--- src/rtl/selector_driver.sv ---
// Sweeps a one-hot select across four selector inputs, holding each code SETTLE cycles
// and capturing s0 on the last cycle of each hold window into a four-slot readback file.
module selector_driver #(
  parameter int SETTLE = 2
) (
  input  logic       clk,
  input  logic       rst,
  input  logic       start,
  input  logic [3:0] a_in,
  input  logic [3:0] b_in,
  input  logic [2:0] op_in,
  output logic [3:0] A,
  output logic [3:0] B,
  output logic [2:0] opCodeA,
  output logic [3:0] select,
  input  logic [7:0] s0,
  output logic       busy,
  output logic       done,
  output logic [3:0] res_valid,
  input  logic [1:0] rd_idx,
  output logic [7:0] rd_data
);
  // state | meaning
  // IDLE  | select parked at 0000, waiting for start
  // HOLD  | one-hot code driven, counting the settle window
  // DONE  | one-cycle completion pulse, start ignored
  typedef enum logic [1:0] {IDLE, HOLD, DONE} state_t;

  localparam logic [3:0] LAST_CNT = 4'(SETTLE - 1);

  state_t     state_q, state_d;
  logic [3:0] a_q, a_d;
  logic [3:0] b_q, b_d;
  logic [2:0] op_q, op_d;
  logic [3:0] sel_q, sel_d;
  logic [1:0] idx_q, idx_d;
  logic [3:0] cnt_q, cnt_d;
  logic [3:0] valid_q, valid_d;
  logic       busy_q, busy_d;
  logic       done_q, done_d;
  logic [7:0] res_q [4];
  logic [7:0] res_d [4];

  always_comb begin
    state_d = state_q;
    a_d     = a_q;
    b_d     = b_q;
    op_d    = op_q;
    sel_d   = sel_q;
    idx_d   = idx_q;
    cnt_d   = cnt_q;
    valid_d = valid_q;
    busy_d  = busy_q;
    done_d  = 1'b0;
    res_d   = res_q;

    unique case (state_q)
      IDLE: begin
        if (start) begin
          a_d     = a_in;
          b_d     = b_in;
          op_d    = op_in;
          sel_d   = 4'b0001;
          idx_d   = 2'd0;
          cnt_d   = 4'd0;
          valid_d = 4'b0000;
          busy_d  = 1'b1;
          state_d = HOLD;
        end
      end
      HOLD: begin
        cnt_d = cnt_q + 4'd1;
        // s0 has settled for the whole window by its last cycle
        if (cnt_q == LAST_CNT) begin
          res_d[idx_q]   = s0;
          valid_d[idx_q] = 1'b1;
          if (idx_q != 2'd3) begin
            sel_d = sel_q << 1;
            idx_d = idx_q + 2'd1;
            cnt_d = 4'd0;
          end else begin
            sel_d   = 4'b0000;
            busy_d  = 1'b0;
            done_d  = 1'b1;
            state_d = DONE;
          end
        end
      end
      DONE: begin
        state_d = IDLE;
      end
      default: begin
        state_d = IDLE;
      end
    endcase
  end

  always_ff @(posedge clk) begin
    if (rst) begin
      state_q <= IDLE;
      a_q     <= '0;
      b_q     <= '0;
      op_q    <= '0;
      sel_q   <= '0;
      idx_q   <= '0;
      cnt_q   <= '0;
      valid_q <= '0;
      busy_q  <= 1'b0;
      done_q  <= 1'b0;
      res_q   <= '{default: 8'h00};
    end else begin
      state_q <= state_d;
      a_q     <= a_d;
      b_q     <= b_d;
      op_q    <= op_d;
      sel_q   <= sel_d;
      idx_q   <= idx_d;
      cnt_q   <= cnt_d;
      valid_q <= valid_d;
      busy_q  <= busy_d;
      done_q  <= done_d;
      res_q   <= res_d;
    end
  end

  assign A         = a_q;
  assign B         = b_q;
  assign opCodeA   = op_q;
  assign select    = sel_q;
  assign busy      = busy_q;
  assign done      = done_q;
  assign res_valid = valid_q;
  assign rd_data   = res_q[rd_idx];

endmodule
--- config.mk ---
export PLATFORM = sky130hd
export DESIGN_NAME = selector_driver
export DESIGN_NICKNAME = d
export VERILOG_FILES = /design/src/rtl/selector_driver.sv
export SDC_FILE = /design/constraint.sdc
export NUM_CORES = 1
export LEC_CHECK = 0
export CAP_MARGIN = 5
export CORE_ASPECT_RATIO = 1.1
export CORE_MARGIN = 10
export CORE_UTILIZATION = 35
export CTS_BUF_LIST = sky130_fd_sc_hd__clkbuf_2 sky130_fd_sc_hd__clkbuf_4 sky130_fd_sc_hd__clkbuf_8
export DETAILED_ROUTE_END_ITERATION = 10
export HOLD_SLACK_MARGIN = 0.1
export PLACE_DENSITY = 0.64
export SKIP_LAST_GASP = 1
export SLEW_MARGIN = 30
export SYNTH_ARGS = -nofsm -noshare
export SYNTH_HDL_FRONTEND = slang
export SYNTH_SLANG_ARGS = --single-unit
--- constraint.sdc ---
create_clock -name clk -period 2.95 [get_ports clk]
set_input_delay 0.59 -clock clk [delete_from_list [all_inputs] [get_ports clk]]
set_output_delay 0.59 -clock clk [all_outputs]
set_load 0.02 [all_outputs]
==> After elaboration in Yosys (flattened, before gate mapping) <==
Index checks and enable logic that the tools add are counted.
{ "classes": {"reduce_logical": 12, "n_bitwise": 5, "n_mux": 31, "addsub": 2, "order_cmp": 5, "eq_ne": 7} }
{ "ops": {"columns": ["op", "count"], "rows": [
  ["$bwmux W32", 1],
  ["$mux W4", 7],
  ["$mux W8", 3],
  ["$pmux W4 S2", 3],
  ["$bmux W8 S2", 1],
  ["$demux W8 S2", 1],
  ["$mux W2", 6],
  ["$ne A2 B2 Y1 const B", 5],
  ["$pmux W2 S2", 2],
  ["$reduce_and A4 Y1", 2],
  ["$ge A3 B3 Y1 const B", 2],
  ["$not A2 Y3", 2],
  ["$reduce_and A2 Y1", 3],
  ["$reduce_and A3 Y1", 2],
  ["$mux W1", 5],
  ["$add A4 B1 Y4 const B", 1],
  ["$eq A4 B1 Y1 const B", 1],
  ["$or A4 B4 Y4", 1],
  ["$lt A2 B3 Y1 const B", 1],
  ["$lt A3 B1 Y1 const B", 1],
  ["$reduce_or A3 Y1", 1],
  ["$add A2 B1 Y2 const B", 1],
  ["$demux W1 S2", 1],
  ["$eq A2 B1 Y1 const B", 1],
  ["6 further kinds", 8]
]} }
{ "word_totals": {"out_inout_bits": 29, "inputBits": 24, "register_bits": 61, "elab_cells": 76} }

==> Logic depth before layout (Yosys ltp) <==
Gate-level depths: netlist (run 1).
{ "logic_depth": {"depth_word": 7, "ltp_mapped": 5} }

==> Worst setup path before layout (run 1) <==
Ideal clock, no wire load.
{ "synth_path": {"kind": "input-to-output", "start": "input rd_idx[0]", "end": "output rd_data[0]", "arrival_ns": 1.418, "path_stages": 2, "slack_ns": 0.942, "path_cell_list": "buf_2 -> mux4_2"} }
{ "synth_between": {"elab_chain_cells": 4} }
{ "synth_lines": {"columns": ["item", "line", "source"], "rows": [
  ["from (decl)", "20", "input logic [1:0] rd_idx,"],
  ["$not A2 Y3 (implied by the code)", "133", "assign rd_data = res_q[rd_idx];"],
  ["$bmux W8 S2", "133", null],
  ["$mux W8 (implied by the code) (2 in series)", "133", null],
  ["to (decl)", "21", "output logic [7:0] rd_data"]
]} }
No other way between the ends. The select of a mux whose other input is x is not followed.

==> Worst setup path after layout (run 1) <==
Ends and elaborated chain as after synthesis.

==> qor.yml, run 1 <==
whs_ns: 0.462
arrival_ns: 2.32
firstDrtPassIters: 4
fin_nets: 321
drv_cap: 0
maxSlewViolCount: 0
wl_per_cell_um: 15.2
clock_path_buffers: 2
period_share: 0.985
top_layer: "met4"
postSynth.asyncResetShare: 0
synth_top_family_by_area: "multiplexers"
slew_headroom: 0.507
ys_types: 32
cts_tree: "yes"
fill_cells: 700
synth.area.top_cells: "dfxtp_1 45%, mux2i_1 16%, nand2b_1 9.8%, mux4_2 6.7%, ha_1 2.8%"
yosys.area.top_type: "dfxtp_1"
syn-cell-area_um2: 2690
drt-total-wl_mm: 6.09
cts_sinks: 61
port_buffers: 52
met2_length_mm: 2.72
cts_root_buf: "clkbuf_8"
insertion_delay_ns: 0.34
grt_antenna_before_repair: 0
ant_nets: 0
diodes: 0
synth_fp_nets: 267
layout_setup_ws_ns: 0.0433
dp_hpwl_mm: 4.21
rrSetupSlack_ns: 1.07
post_cts_buffers: 0
initial_core_util: 0.360
rr_worst_depth: 3
wl_met1_mm: 2.79
drt_iter0_drc: 45
dieArea_um2: 11600
synthAdderAreaFrac: 0.0279
period_minus_slack_ns: 2.91
area_delta_synth_final_pct: 32.0
drive_gt1_frac: 0.135
hold_start: "res_valid[1]"
dpl_worst_slack_ns: 0.0264
track_usage: 0.106
synth-xor-area-share: 0.00325
setup_violations: 0
dr_total_vias: 1864
max_freq_ghz: 0.344
io_pins: 53
syn_avg_cell_area_um2: 11.4
synth_top_area_share: 0.454
grt_pass1_wl_mm: 9.94
htreeDepth: 3
dieHeight_um: 112
synth_compound_area_frac: 0.0609
startpoint_type: "primary input"
cts.clk_slew.worst_paths_ns: 0.07
synth_common_cells: "61 x dfxtp_1, 43 x mux2i_1, 42 x nand2b_1, 20 x nor2_1, 8 x mux4_2"
multi_input_area_um2: 1360
grt-ovfl-total: 0
gp_congestion: 0.766
r2r-end: "res_q[4]"
synth.area.mux_share: 0.231
drc_errors: 0
netlist_instances: 237
crit_required_ns: 2.36
finalHoldViolations: 0
yosysMostFrequentCell: "dfxtp_1"
grt_max_degree: 38
ys_ff_latch: 61
design_area_um2: 3550
synthFlopType: "dfxtp_1"
hp-class: "reg2reg"
cts_resized: 0
hold_end: "res_valid[1]"
critical_path_peak_fanout: 8
powerDensity_nw_per_um2: 544
grt_pass1_vias: 1981
holdPathStages: 2
r2r_start: "cnt_q[2]"
rsz0062_at_grt: "false"
row_count: 33
die_x_um: 104
yosysWarnings: 0
holdBufCountCts: 0
coreArea_um2: 7470
crit_type: "in2out"
tightestPinTransition_ns: 0.738
seq_area_frac_synth: 0.454
route.met3.wl_um: 479
tns_ns: 0
yosys.area_share.simple: 0.181
viasPerCell: 4.65
critical_path.endpoint_type: "output pin"
synth_edf_count: 0
cts_made_buffers: 9
final.setup_skew_ns: 0.00559
leakage_nw: 1.47
regArea_um2: 1220
status: "completed"
postPlaceCellArea_um2: 3310
worst_ir_drop_vdd_v: 0.000249
==> registers in the layout, indices dropped and copies added (netlist names) <==
name and count:
done 1, B 4, busy 1, select 4
res_q 32, opCodeA 3, res_valid 4, idx_q 2
state_q 2, A 4, cnt_q 4
==> stage by stage <==
stage | util | std cells | power (mW)
after floorplan | - | 237 | 0.978
after global placement | 0.442 | 385 | 1.06
after detailed placement | 0.442 | 385 | 1.06
after CTS | 0.475 | 401 | 1.96
after global routing | 0.475 | 401 | 2.00
final | 0.475 | 401 | 1.93
==> area by class of cell <==
type,count,share of cell area
multi-input cells,157,0.382
flip-flops and latches,61,0.344
repair buffers,57,0.163
clock buffers,13,0.0504
well taps,105,0.0370
clock inverters,3,0.0183
inverters,5,0.00528
==> layout by cell type, fill, tap and decap left out, types with 3 or more instances in the layout <==
cell	netlist	routed
inv_1	5	5
ha_1	6	6
clkdlybuf4s50_1	0	50
mux4_2	8	8
buf_4	0	3
clkbuf_8	0	13
o21ba_2	3	3
nor2_1	20	20
nand3_1	4	4
nand2b_1	42	42
a22o_1	5	5
mux2i_1	43	43
dfxtp_1	61	61
a21boi_0	3	3
==> worst max path at each step <==
stage               startpoint         end  cells past startpoint
finish               rd_idx[0]  rd_data[0]                      4
global route         rd_idx[0]  rd_data[2]                      4
floorplan            rd_idx[0]  rd_data[0]                      2
CTS                  rd_idx[0]  rd_data[0]                      4
detailed placement   rd_idx[0]  rd_data[0]                      4
global placement     rd_idx[0]  rd_data[0]                      4
==> cells by family (layout without fill, tap and decap cells) <==
| group | count (synthesis) | in the layout |
|---|---|---|
| DFF | 61 | 61 |
| xor gates and xnor gates | 1 | 1 |
| adders and majority gates | 6 | 6 |
| and+or+nand+nor | 78 | 78 |
| buffers and inverters | 19 | 78 |
| muxes | 52 | 52 |
| AOI/OAI and AO/OA | 20 | 20 |
==> worst max-delay path, stage by stage <==
cell and delay (ns):
clkdlybuf4s50_1 0.51, buf_12 0.15, mux4_2 0.51, clkdlybuf4s50_1 0.55
==> metal layers <==
| metal | GRT usage | vias up |
|---|---|---|
| met5 | 0 | - |
| met4 | 0.0537 | 0 |
| met3 | 0.0490 | 12 |
| met2 | 0.160 | 44 |
| met1 | 0.123 | 870 |
| li1 | - | 938 |
==> power by group <==
group,switching [mW],leakage (nW),internal [mW]
logic,0.0856,0.852,0.102
registers,0.0122,0.494,0.841
clock network,0.325,0.126,0.567
No activity file was read; power rests on OpenSTA's default activity.
==> run 2, diff against run 1 <==
--- a/config.mk
+++ b/config.mk
@@ -7,12 +7,12 @@
 export LEC_CHECK = 0
 export CAP_MARGIN = 5
 export CORE_ASPECT_RATIO = 1.1
-export CORE_MARGIN = 10
 export CORE_UTILIZATION = 35
 export CTS_BUF_LIST = sky130_fd_sc_hd__clkbuf_2 sky130_fd_sc_hd__clkbuf_4 sky130_fd_sc_hd__clkbuf_8
 export DETAILED_ROUTE_END_ITERATION = 10
 export HOLD_SLACK_MARGIN = 0.1
 export PLACE_DENSITY = 0.64
+export REMOVE_ABC_BUFFERS = 1
 export SKIP_LAST_GASP = 1
 export SLEW_MARGIN = 30
 export SYNTH_ARGS = -nofsm -noshare
==> run 2 against run 1 <==
Combinational power down 3%. Worst setup slack better by 0.0088 ns. Non-clock buffer count down 1. Sequential power about the same. Hold slack worse by 0.0030 ns. Maximum frequency up 0.30%. First-iteration DRC count up 89%. Register-to-register slack better by 0.02 ns. Highest routed layer unchanged.
==> qor.yml, run 2 (same netlist as run 1, synthesis figures left out) <==
drt-total-wl_mm: 5.44
ant_nets: 0
drt_iter0_drc: 85
r2r_start: "cnt_q[2]"
grt_pass1_wl_mm: 8.86
post_cts_buffers: 0
startpoint: "rd_idx[0]"
coreArea_um2: 7430
max_freq_ghz: 0.345
met2_length_mm: 2.71
die_x_um: 85.6
clock_path_buffers: 2
power_mw: 1.85
holdBufCountCts: 0
cts_root_buf: "clkbuf_8"
dieArea_um2: 8040
drive_gt1_frac: 0.129
port_buffers: 52
setup_violations: 0
crit_type: "in2out"
rr_worst_depth: 3
rrSetupSlack_ns: 1.09
grt_max_degree: 37
gp_congestion: 0.714
leakage_nw: 1.43
crit_slowest_cell: "clkdlybuf4s50_1"
cp_num_cells: 4
cp_common_cell: "clkdlybuf4s50_1"
maxSlewViolCount: 0
mostFrequentLayoutCell: "dfxtp_1"
period_minus_slack_ns: 2.90
dieHeight_um: 94.0
largest_reg_flops: 32
dr_total_vias: 1838
drc_errors: 0
cts_made_buffers: 9
wl_per_cell_um: 14.3
p_seq_frac: 0.462
postPlaceCellArea_um2: 3280
viasPerCell: 4.82
finalHoldViolations: 0
endpoint: "rd_data[7]"
crit_required_ns: 2.36
critical_path_peak_fanout: 8
path_cells: "clkdlybuf4s50_1 > buf_12 > mux4_2 > clkdlybuf4s50_1"
hold_start: "res_valid[1]"
row_count: 33
cts_resized: 0
internal_power_mw: 1.43
htreeDepth: 3
final_cell_mix: "61 x dfxtp_1, 51 x clkdlybuf4s50_1, 43 x mux2i_1"
wl_met1_mm: 2.48
track_usage: 0.146
dpl_worst_slack_ns: 0.0499
final.setup_skew_ns: 0.00683
tns_ns: 0
cpPeakStageDelay_ns: 0.55
worst_ir_drop_vdd_v: 0.000214
insertion_delay_ns: 0.33
drv_cap: 0
rsz0062_at_grt: "false"
period_share: 0.982
crit_buf_inv: 3
firstDrtPassIters: 4
cts_sinks: 61
route.met3.wl_um: 130
crit_family: "buffers and inverters"
startpoint_type: "primary input"
tightestPinTransition_ns: 0.695
dp_hpwl_mm: 3.76
grt_pass1_vias: 1765
slew_headroom: 0.535
layout_setup_ws_ns: 0.0521
switching_share: 0.224
arrival_ns: 2.31
power.switching_mw: 0.414
largest-register: "res_q"
cts_tree: "yes"
fin_nets: 320
power.share.combinational: 0.099
io_pins: 53
status: "completed"
diodes: 0
initial_core_util: 0.362
r2r-end: "res_valid[2]"
grt_antenna_before_repair: 0
critical_path.endpoint_type: "output pin"
top_layer: "met4"
p_clk_frac: 0.439
design_area_um2: 3490
grt-ovfl-total: 0
hp-class: "reg2reg"
cts.clk_slew.worst_paths_ns: 0.07
powerDensity_nw_per_um2: 529
area_delta_synth_final_pct: 29.7
run 2: layer usage:
layer  GRT usage  up-vias
met5           0        -
met4      0.0833        0
met3      0.0264        8
met2       0.233       27
met1       0.185      878
li1            -      925
run 2: final cells by class:
class,count,area [um2]
Tap cell,87,109
Multi-Input combinational cell,157,1360
Fill cell,703,3940
Clock buffer,10,138
Sequential cell,61,1220
Clock inverter,5,75.1
Inverter,5,18.8
Timing Repair Buffer,56,571
run 2: power groups by stage:
stage / logic [mW] / registers [mW] / clock network [mW]
2_1_floorplan: 0.0763 / 0.885 / 0
3_3_place_gp: 0.184 / 0.872 / 0
3_5_place_dp: 0.186 / 0.872 / 0
4_1_cts: 0.186 / 0.854 / 0.832
5_1_grt: 0.199 / 0.855 / 0.870
6_report: 0.183 / 0.854 / 0.810
run 2: stage by stage:
stage	util	std cells	hold slack (ns)
final	0.470	381	0.459
after global routing	0.470	381	0.488
after CTS	0.470	381	0.461
after detailed placement	0.441	366	0.450
after global placement	0.441	366	0.443
after floorplan	-	223	0.445
run 2: worst min-delay path by stage:
stage                    to  slack, ns  cells past startpoint
6_report       res_valid[1]       0.46                      2
5_1_grt        res_valid[1]       0.49                      2
4_1_cts        res_valid[1]       0.46                      2
3_5_place_dp   res_valid[1]       0.45                      2
3_3_place_gp   res_valid[1]       0.44                      2
2_1_floorplan     res_q[24]       0.45                      2
run 2: worst reg2reg max path, cell delays in order (launching register included):
cell and delay [ns]:
dfxtp_1 0.41, nor4b_4 0.45, nand3_1 0.58, a21boi_0 0.34
==> variant 1, RTL diff (flow settings as in run 2) <==
Put one more register stage on the output `A`, cleared by the reset. The value now appears one clock later. The other outputs are not delayed to match.
--- a/src/rtl/selector_driver.sv
+++ b/src/rtl/selector_driver.sv
@@ -123,7 +123,13 @@
     end
   end
 
-  assign A         = a_q;
+  always_ff @(posedge clk) begin
+    if (rst) begin
+      A <= '0;
+    end else begin
+      A <= a_q;
+    end
+  end
   assign B         = b_q;
   assign opCodeA   = op_q;
   assign select    = sel_q;
Check against the original RTL: not equivalent (Yosys sat finds a counterexample within 4 cycles, from zero or initial values and one cycle with rst high).
==> variant 1 against run 2 <==
- power is 3.9% higher
- sequential cell count is 4 higher
- synthesized area increased by 5.6%
- cell area grew 4.4%
- via count increased by 13%
- critical endpoint is now rd_data[0]
- worst setup slack about the same
- register-to-register slack worse by 410 ps
- wire length increased by 5.6%
==> variant 1: results (changes against run 2) <==
| Metric | Value |
|---|---|
| Outcome | finished clean (unchanged) |
| First-pass GRT wire length | 9420 microns (was 8860 microns) |
| WL met3 | 141 microns (was 130 microns) |
| GRT Total Usage | 0.145 (was 0.146) |
| Drt via density | 4.77 (was 4.82) |
| Placed instance area | 3440 sq um (was 3280 sq um) |
| Starting DRT DRC Count | 60 (was 85) |
| Synth Area in Compound Gates | 0.0956 (was 0.0609) |
| Syn avg cell area | 10.3 sq um (was 11.4 sq um) |
| R2r startpoint | cnt_q[0]$_SDFFE_PP0P_ (was cnt_q[2]$_SDFFE_PP0P_) |
| Post-place setup slack | 35.9 ps (was 49.9 ps) |
| Routed len/inst | 13.2 microns (was 14.3 microns) |
| GR Layer Usage met3 | 0.0348 (was 0.0264) |
| Netlist cell types | 39 (was 32) |
| M2 GR Usage | 0.228 (was 0.233) |
| Minimum clock period | 2900 ps (about the same) |
| Synth top area share | 0.458 (was 0.454) |
| Clk Tree Root Cell | clkbuf_8 (unchanged) |
| Placed insts | 419 (was 366) |
| Rel. slew slack | 0.472 (was 0.535) |
| Met2 wire len | 2860 microns (was 2710 microns) |
| Hold Worst Slack | 459 ps (about the same) |
| IR drop worst, VDD | 0.000185 V (was 0.000214 V) |
| Reg-to-reg endpoint | res_q[21]$_SDFFE_PP0P_ (was res_valid[2]$_SDFFE_PP0P_) |
| Largest net degree at the start of global routing | 58 (was 37) |
| Met1 GRT Util | 0.192 (was 0.185) |
| Largest cells by area after synthesis | dfxtp_1 (46%), mux2i_1 (12%), nand2b_1 (9.5%), mux4_2 (6.3%), a21oi_1 (2.8%) (was dfxtp_1 (45%), mux2i_1 (16%), nand2b_1 (9.8%), mux4_2 (6.7%), ha_1 (2.8%)) |
| HPWL Detailed | 3950 microns (was 3760 microns) |
| Initial antenna violation count | 0 (unchanged) |
| FILL cells | 744 (was 703) |
| Htree depth | 3 (unchanged) |
| Post-synth top cells | dfxtp_1 (65), nand2b_1 (43), mux2i_1 (33) (was dfxtp_1 (61), mux2i_1 (43), nand2b_1 (42)) |
| Adder-Cell Fraction of Synth Area | 0.0264 (was 0.0279) |
| Leakage | 1.46 nW (was 1.43 nW) |
| Worst R2R Setup Slack | 680 ps (was 1090 ps) |
| Mux contribution to synthesized area | 0.185 (was 0.231) |
| Fin nets | 352 (was 320) |
| Reg2Reg Depth | 4 (was 3) |
| Sequential-to-total area share from yosys stat | 0.458 (was 0.454) |
| Layout cells sized above 1 | 0.107 (was 0.129) |
| Layout Skew | 8.44 ps (was 6.83 ps) |
| Vias | 2069 (was 1838) |
| Met1 wire length | 2710 microns (was 2480 microns) |
-- variant 1: final cells by class --
type | instances | area share
clock buffer | 12 | 0.0436
multi-input combinational | 182 | 0.389
sequential | 65 | 0.357
timing repair buffer | 57 | 0.155
inverter | 7 | 0.00721
tap | 108 | 0.0371
clock inverter | 3 | 0.0110
-- variant 1: through the flow --
stage / power [W] / utilization
final: 0.00192 / 0.463
after global routing: 0.00201 / 0.463
after CTS: 0.00195 / 0.463
after detailed placement: 0.00119 / 0.438
after global placement: 0.00118 / 0.438
after floorplan: 0.00108 / -
-- variant 1: worst reg2reg max path: cells and delay by family (launching register included) --
family | cells | cell delay, ps
fa+ha+maj | 1 | 200
flops | 1 | 390
mux | 1 | 340
simple gates | 2 | 1250
-- variant 1: worst min path at each step --
stage | to | cells after the start
after floorplan | A[0]$_SDFF_PP0_ | 1
after global placement | A[1]$_SDFF_PP0_ | 1
after detailed placement | A[3]$_SDFF_PP0_ | 1
after CTS | res_valid[1]$_SDFFE_PP0P_ | 2
after global routing | A[3]$_SDFF_PP0_ | 1
final | res_valid[1]$_SDFFE_PP0P_ | 2
-- variant 1: cells by family (layout without fill, tap and decap cells) --
| logic type | count (synthesis) | in the layout |
|---|---|---|
| buffers and inverters | 28 | 79 |
| flip-flops | 65 | 65 |
| AO/OA/AOI/OAI | 43 | 43 |
| XOR/XNOR | 1 | 1 |
| adder cells (fa/ha/maj) | 6 | 6 |
| AND/OR/NAND/NOR | 90 | 90 |
| multiplexers | 42 | 42 |
-- variant 1: power breakdown --
part / switching [W] / total (W) / internal (W)
Combinational: 0.000116 / 0.000241 / 0.000124
Clock: 0.000314 / 0.000752 / 0.000439
Sequential: 0.0000199 / 0.000926 / 0.000906
==> variant 2, RTL diff (flow settings as in run 2) <==
Made on the original files. Encoding of `state_t`: now one-hot (3 bits for 3 states).
--- a/src/rtl/selector_driver.sv
+++ b/src/rtl/selector_driver.sv
@@ -24,7 +24,7 @@
   // IDLE  | select parked at 0000, waiting for start
   // HOLD  | one-hot code driven, counting the settle window
   // DONE  | one-cycle completion pulse, start ignored
-  typedef enum logic [1:0] {IDLE, HOLD, DONE} state_t;
+  typedef enum logic [2:0] {IDLE = 3'b001, HOLD = 3'b010, DONE = 3'b100} state_t;
 
   localparam logic [3:0] LAST_CNT = 4'(SETTLE - 1);
 
Formal check against the unedited RTL: same outputs for any inputs over 10 cycles, from zero or initial values and one cycle with rst high; not proved beyond that.
==> variant 2 against run 2 <==
- the flow now finishes with violations (DRC)
- wire length rose by 1.5%
- synthesized area fell by 2.8%
- power rose by 0.48%
- combinational power fell by 13%
- utilization rose by 1.7 points
- cell area fell by 0.54%
- sequential cell count rose by 1
- worst setup slack got worse by 9.7 ps
- critical path type unchanged
- clock power rose by 2.7%
- sequential share of layout area rose by 0.77 points
==> variant 2: results (changes against run 2) <==
| Metric | Value |
|---|---|
| Final WL | 5520 microns (was 5440 microns) |
| GPL Wtd Cong | 0.759 (was 0.714) |
| Post-place setup slack | 32.5 ps (was 49.9 ps) |
| Min-Delay Startpoint | B[3]$_SDFFE_PP0P_ (was res_valid[1]$_SDFFE_PP0P_) |
| Reg2Reg Depth | 4 (was 3) |
| Drt first pass iters | 7 (was 4) |
| Outcome | finished, violations left (was finished clean) |
| Synth Area in Compound Gates | 0.0813 (was 0.0609) |
| FILL cells | 682 (was 703) |
| Vias in the first global route | 1967 (was 1765) |
| Largest net degree at the start of global routing | 45 (was 37) |
| Layout Skew | 5.15 ps (was 6.83 ps) |
| Fin nets | 346 (was 320) |
| Starting DRT DRC Count | 77 (was 85) |
| Placed instance area | 3230 sq um (was 3280 sq um) |
| GRT Total Usage | 0.154 (was 0.146) |
| Worst R2R Setup Slack | 970 ps (was 1090 ps) |
| Placed insts | 390 (was 366) |
| Reg-to-reg endpoint | res_valid[1]$_SDFFE_PP0P_ (was res_valid[2]$_SDFFE_PP0P_) |
| Sequential-to-total area share from yosys stat | 0.474 (was 0.454) |
| Drc violations | 7 (was 0) |
| Adder-Cell Fraction of Synth Area | 0.0287 (was 0.0279) |
| Failing checks | DRC |
| Non-Filler Instances | 406 (was 381) |
| Post-synth top cells | nand2_1 (64), dfxtp_1 (62), mux2i_1 (34) (was dfxtp_1 (61), mux2i_1 (43), nand2b_1 (42)) |
| Layout cells sized above 1 | 0.112 (was 0.129) |
| Largest cells by area after synthesis | dfxtp_1 (47%), mux2i_1 (13%), nand2_1 (9.2%), mux4_2 (6.9%), a21oi_1 (3.4%) (was dfxtp_1 (45%), mux2i_1 (16%), nand2b_1 (9.8%), mux4_2 (6.7%), ha_1 (2.8%)) |
| First-pass GRT wire length | 9370 microns (was 8860 microns) |
| Tcrit/Tclk final | 0.986 (was 0.982) |
| Hold Path End | B[3]$_SDFFE_PP0P_ (was res_valid[1]$_SDFFE_PP0P_) |
| Switching Fraction | 0.220 (was 0.224) |
| Crit-path max FO | 6 (was 8) |
| Mapped Cells | 263 (was 237) |
| Netlist cell types | 38 (was 32) |
| IR drop worst, VDD | 0.000254 V (was 0.000214 V) |
## variant 2: worst reg2reg max path: stages (launching register included)
cell and delay (ps):
dfxtp_1 390, ha_1 190, nor3b_2 430, nand3_1 540, a21boi_0 340
## variant 2: final cells by class
class	count	area, sq um	area share
Sequential cell	62	1240	0.358
Timing Repair Buffer	59	613	0.177
Multi-Input combinational cell	177	1260	0.363
Tap cell	85	106	0.0306
Clock inverter	4	70.1	0.0202
Clock buffer	12	153	0.0440
Inverter	7	26.3	0.00757
## variant 2: power by group through the flow
stage	Combinational (W)	Sequential (W)	Clock, W
after CTS	0.000162	0.000862	0.000859
after global routing	0.000176	0.000864	0.000893
final	0.000160	0.000862	0.000832
after global placement	0.000161	0.000880	0
after detailed placement	0.000162	0.000881	0
after floorplan	0.0000539	0.000896	0
## variant 2: per-layer routing
layer  part of all wire  global-route usage
met1               0.47               0.191
met2               0.46               0.248
met3              0.060              0.0561
met4             0.0060              0.0551
met5                  0                   0
